$ cat src/rtl/core_pkg.sv
// Shared core constants: datapath widths, the hardwired-zero register index and
// the opcode encodings used by the decoder and ALU.
package core_pkg;

  localparam int unsigned DATA_WIDTH = 32;
  localparam int unsigned ADDR_WIDTH = 5;
  localparam int unsigned REG_ZERO   = 0;

  localparam logic [5:0] OP_OUT = 6'b011100;
  localparam logic [5:0] OP_MOV = 6'b011101;

endpackage

$ cat src/rtl/sat_counter.sv
// Saturating up-counter with synchronous active-low reset and clear.
// An increment in the same cycle as a clear restarts the count at one.
module sat_counter #(
  parameter int unsigned WIDTH = 8
) (
  input  logic             clock,
  input  logic             reset,
  input  logic             increment,
  input  logic             clear,
  output logic [WIDTH-1:0] count
);

  logic [WIDTH-1:0] count_q;

  always_ff @(posedge clock) begin
    if (!reset) begin
      count_q <= '0;
    end else if (increment) begin
      if (clear) begin
        count_q <= WIDTH'(1);
      end else if (count_q != {WIDTH{1'b1}}) begin
        count_q <= count_q + WIDTH'(1);
      end
    end else if (clear) begin
      count_q <= '0;
    end
  end

  assign count = count_q;

endmodule

$ cat src/rtl/register_bank.sv
// General-purpose register bank: two combinational read ports with write bypass,
// one write port gated by the ALU error, error logging and a latched Out register.
module register_bank
  import core_pkg::*;
#(
  parameter int unsigned DATA_WIDTH    = core_pkg::DATA_WIDTH,
  parameter int unsigned ADDR_WIDTH    = core_pkg::ADDR_WIDTH,
  parameter int unsigned ERR_CNT_WIDTH = 8
) (
  input  logic                     clock,
  input  logic                     reset,
  input  logic [ADDR_WIDTH-1:0]    readAddrA,
  input  logic [ADDR_WIDTH-1:0]    readAddrB,
  output logic [DATA_WIDTH-1:0]    dataA,
  output logic [DATA_WIDTH-1:0]    dataB,
  input  logic                     writeEnable,
  input  logic [ADDR_WIDTH-1:0]    writeAddr,
  input  logic [DATA_WIDTH-1:0]    writeData,
  input  logic                     aluError,
  input  logic                     outEnable,
  output logic [DATA_WIDTH-1:0]    outData,
  input  logic                     errorClear,
  output logic                     errorFlag,
  output logic [ERR_CNT_WIDTH-1:0] errorCount
);

  localparam int unsigned NumRegs = 2 ** ADDR_WIDTH;
  localparam logic [ADDR_WIDTH-1:0] ZeroAddr = ADDR_WIDTH'(REG_ZERO);

  logic [DATA_WIDTH-1:0] regs_q [NumRegs];
  logic [DATA_WIDTH-1:0] out_q;
  logic                  flag_q;
  logic                  commit;
  logic                  suppress;

  assign commit   = writeEnable && !aluError && (writeAddr != ZeroAddr);
  assign suppress = writeEnable && aluError;

  // Entry 0 is never written, so it stays at its reset value of zero.
  always_ff @(posedge clock) begin
    if (!reset) begin
      for (int i = 0; i < NumRegs; i++) begin
        regs_q[i] <= '0;
      end
    end else if (commit) begin
      regs_q[writeAddr] <= writeData;
    end
  end

  always_ff @(posedge clock) begin
    if (!reset) begin
      out_q  <= '0;
      flag_q <= 1'b0;
    end else begin
      if (outEnable) begin
        out_q <= writeData;
      end
      if (suppress) begin
        flag_q <= 1'b1;
      end else if (errorClear) begin
        flag_q <= 1'b0;
      end
    end
  end

  sat_counter #(
    .WIDTH (ERR_CNT_WIDTH)
  ) u_err_cnt (
    .clock     (clock),
    .reset     (reset),
    .increment (suppress),
    .clear     (errorClear),
    .count     (errorCount)
  );

  // Reads are forced to zero while reset is held, which also disables the bypass.
  always_comb begin
    dataA = '0;
    dataB = '0;
    if (reset) begin
      if (readAddrA == ZeroAddr) begin
        dataA = '0;
      end else if (commit && (writeAddr == readAddrA)) begin
        dataA = writeData;
      end else begin
        dataA = regs_q[readAddrA];
      end
      if (readAddrB == ZeroAddr) begin
        dataB = '0;
      end else if (commit && (writeAddr == readAddrB)) begin
        dataB = writeData;
      end else begin
        dataB = regs_q[readAddrB];
      end
    end
  end

  assign outData   = out_q;
  assign errorFlag = flag_q;

endmodule

$ cat config.mk
export PLATFORM = sky130hd
export DESIGN_NAME = register_bank
export DESIGN_NICKNAME = d
export VERILOG_FILES = /design/src/rtl/core_pkg.sv /design/src/rtl/sat_counter.sv /design/src/rtl/register_bank.sv
export SDC_FILE = /design/constraint.sdc
export NUM_CORES = 2
export LEC_CHECK = 0
export CAP_MARGIN = 0
export CORE_AREA = 3 3 359 361
export CTS_CLUSTER_SIZE = 16
export DETAILED_ROUTE_END_ITERATION = 12
export DIE_AREA = 0 0 362 364
export PLACE_DENSITY_LB_ADDON = 0.05
export RECOVER_POWER = 100
export SYNTH_ARGS = -nofsm -noshare
export SYNTH_HDL_FRONTEND = slang
export SYNTH_SLANG_ARGS = --single-unit
$ cat constraint.sdc
create_clock -name clock -period 11.8 [get_ports clock]
set_clock_uncertainty 0.2 [all_clocks]
set_input_delay 1.18 -clock clock [delete_from_list [all_inputs] [get_ports clock]]
set_output_delay 1.18 -clock clock [all_outputs]
set_load 0.02 [all_outputs]
==> results.txt <==
All-Layer GR Usage - 0.312
Max Slew Vio Count - 2,105
Post-CTS Setup Bufs - 0
Worst Hold Class - reg2reg
failing checks - max-capacitance violations, max-slew violations
leakage power - 21.1 nW
Synth warnings - 0
Gate Count Post-Synth - 3,802
Final ANT Viol Nets - 0
global-route wire length before repair - 288 mm
Crit Path Class - in2out
Post-synth ARST share - 0
worst path bufs/invs - 4
# port buffers - 157
worst ir drop on vdd - 0.131 mV
vias in the first global route - 37,399
Worst-Margin Slew - 3.93 ns
most frequent cells in the layout - edfxtp_1 (1,024), and2_0 (551), mux4_2 (490)
startpoint types - primary input
CTS tree - done
dpl cells - 5,362
Worst-Skew Late Latency - 0.74 ns
hpwl dp - 116 mm
Setup Total Neg Slack - 0 ns
Post-layout nets - 3,888
initial antenna violation count - 17
setup violators final - 0
Syn Area/Cell - 14.9 sq um
Gate power share - 0.124
outcome - finished, violations left
Pint - 6.84 mW
CP max FO - 37
Slowest cell on crit path - nor3_1
Critical Path End Type - output pin
final WL - 206 mm
period utilization - 0.735
pwr/cell area - 146 nW/um^2
Worst Path Required - 10.42 ns
Worst-path clk slew - 0.06 ns
Area growth syn-to-layout - 11.7%
# clock sinks - 1,065
reg2reg end - u_err_cnt.count[4]$_SDFFE_PN0P_
Root Buffer - clkbuf_16
P_sw - 2.38 mW
Post-synth EDFFs - 1,024
drt drc - 0
worst reg2reg setup slack - 9.71 ns
FF+latch count, synth - 1,065
clock tree buffer depth - 3
Post-Layout Cell Count - 5,590
Hold Fails Final Rpt - 0
cts bufs inserted - 120
die height - 364 microns
R2R depth - 6
dominant synthesized flop cell - edfxtp_1
routability cong. - 0.852
largest net degree at the start of global routing - 106
Die Wd - 362 microns
share of power burned in registers - 0.484
H-tree lvl count - 3
Top delay family on crit path - buffers and inverters
Initial Util - 0.450
MaxCap Viol Count - 81
core area - 126,000 sq um
cell count along the critical path - 7
crit-path max cell delay - 1.86 ns
gr ovfl total - 0
Ports - 158
crit path to - dataB[12]
post-route minimum period - 8.67 ns
RSZ-0062 raised after global routing - false
fillers - 10,511
most frequent CP cell - buf_4
hold bufs inserted after CTS - 0
Placement Rows - 130
number of iterations in the first detailed-routing pass - 6
Fmax achieved - 115 MHz
synth unique cells - 48
die area - 132,000 sq um
drt wl/cell - 36.8 microns
Crit Reg-Reg Startpoint - u_err_cnt.count[0]$_SDFFE_PN0P_
most common cell after layout, fill and taps aside - edfxtp_1
Rel. slew slack - -1.65
vias per inst - 6.55
Synth Cell Area - 56,600 sq um
crit-path cells - buf_4 > clkinvlp_2 > nor3_1 > buf_4 > a32oi_1 > o21ai_1 > dlygate4sd3_1
share of total power in the clock network - 0.392
DRT iter0 DRCs - 5,092
Post-CTS Resized - 0
sw frac - 0.258
Hold WS - 0.282 ns
register area share after synthesis - 0.558
DR vias - 36,634
layout cells sized above 1 - 0.214
critical path startpoint - reset
Worst EP arrival - 7.29 ns
## power by group through the flow
| stage | logic, mW | registers (mW) | clock network (mW) |
|---|---|---|---|
| final | 1.14 | 4.46 | 3.62 |
| after global routing | 1.19 | 4.48 | 3.81 |
| after CTS | 1.15 | 4.44 | 3.66 |
| after detailed placement | 1.15 | 4.52 | 0 |
| after global placement | 1.15 | 4.50 | 0 |
| after floorplan | 0.694 | 4.49 | 0 |
## routing by layer
metal | wire, microns | up-vias | track usage
met5 | 25 | - | 0.00109
met4 | 8240 | 4 | 0.121
met3 | 22100 | 430 | 0.0734
met2 | 93900 | 2208 | 0.482
met1 | 81500 | 19364 | 0.430
li1 | - | 14628 | -
## worst register-to-register path: stages, from the launching register on
cell and delay [ns]:
dfxtp_1 0.34, ha_1 0.25, and4_1 0.25, a41oi_1 0.52
nand4_1 0.19, xor2_1 0.16, nor2_1 0.05
## cells by family after synthesis
group                      after synthesis  share of synthesized area
and+or+nand+nor                       1259                      0.132
muxes                                  653                      0.225
buffers and inverters                  432                     0.0350
adders and majority gates                1                   0.000221
other                                    1                  0.0000663
DFF                                   1065                      0.558
xor gates and xnor gates                15                    0.00232
AOI/OAI and AO/OA                      376                     0.0469
## state kept, by name, indices dropped and copies added, names as in the netlist
signal	cells
errorFlag	1
outData	32
regs_q	1024
u_err_cnt.count	8
## per-stage QoR
step / total power [mW] / util / area [sq um] / setup slack, ns
floorplan: 5.19 / - / 56700 / 6.81
global placement: 5.65 / 0.477 / 59900 / 4.99
detailed placement: 5.67 / 0.477 / 59900 / 4.97
CTS: 9.25 / 0.506 / 63600 / 4.93
global route: 9.48 / 0.502 / 63200 / 2.97
finish: 9.22 / 0.502 / 63200 / 3.13
## worst min-delay path by stage
stage | endpoint | slack (ns) | cells after the start | start
2_1_floorplan | errorFlag$_SDFFE_PN0P_ | 0.35 | 2 | errorFlag$_SDFFE_PN0P_
3_3_place_gp | errorFlag$_SDFFE_PN0P_ | 0.26 | 2 | errorFlag$_SDFFE_PN0P_
3_5_place_dp | errorFlag$_SDFFE_PN0P_ | 0.27 | 2 | errorFlag$_SDFFE_PN0P_
4_1_cts | errorFlag$_SDFFE_PN0P_ | 0.28 | 2 | errorFlag$_SDFFE_PN0P_
5_1_grt | errorFlag$_SDFFE_PN0P_ | 0.30 | 2 | errorFlag$_SDFFE_PN0P_
6_report | errorFlag$_SDFFE_PN0P_ | 0.28 | 2 | errorFlag$_SDFFE_PN0P_
## final cells by class
class / count / area, sq um / share of cell area
sequential: 1065 / 31600 / 0.500
antenna: 4 / 10.0 / 0.000158
inverter: 25 / 95.1 / 0.00151
clock buffer: 154 / 3190 / 0.0505
clock inverter: 70 / 517 / 0.00818
timing repair buffer: 286 / 2370 / 0.0375
tap: 1650 / 2060 / 0.0327
multi-input combinational: 2336 / 23300 / 0.370
## Yosys cell counts (21+ instances only)
cell | number | area, sq um
a21oi_1 | 25 | 125
a221oi_1 | 41 | 359
a22o_1 | 43 | 377
a22oi_1 | 94 | 706
a32oi_1 | 33 | 289
and2_1 | 996 | 6230
buf_2 | 101 | 505
buf_6 | 21 | 236
clkbuf_1 | 255 | 957
dfxtp_1 | 41 | 821
edfxtp_1 | 1024 | 30700
inv_1 | 24 | 90.1
mux2_2 | 65 | 732
mux2i_1 | 98 | 981
mux4_2 | 490 | 11000
nand2_1 | 91 | 342
nand3_1 | 29 | 145
nor2_1 | 76 | 285
o211ai_1 | 22 | 165
o21ai_0 | 44 | 220
o21ai_1 | 63 | 315
No activity file was read; power rests on OpenSTA's default activity.
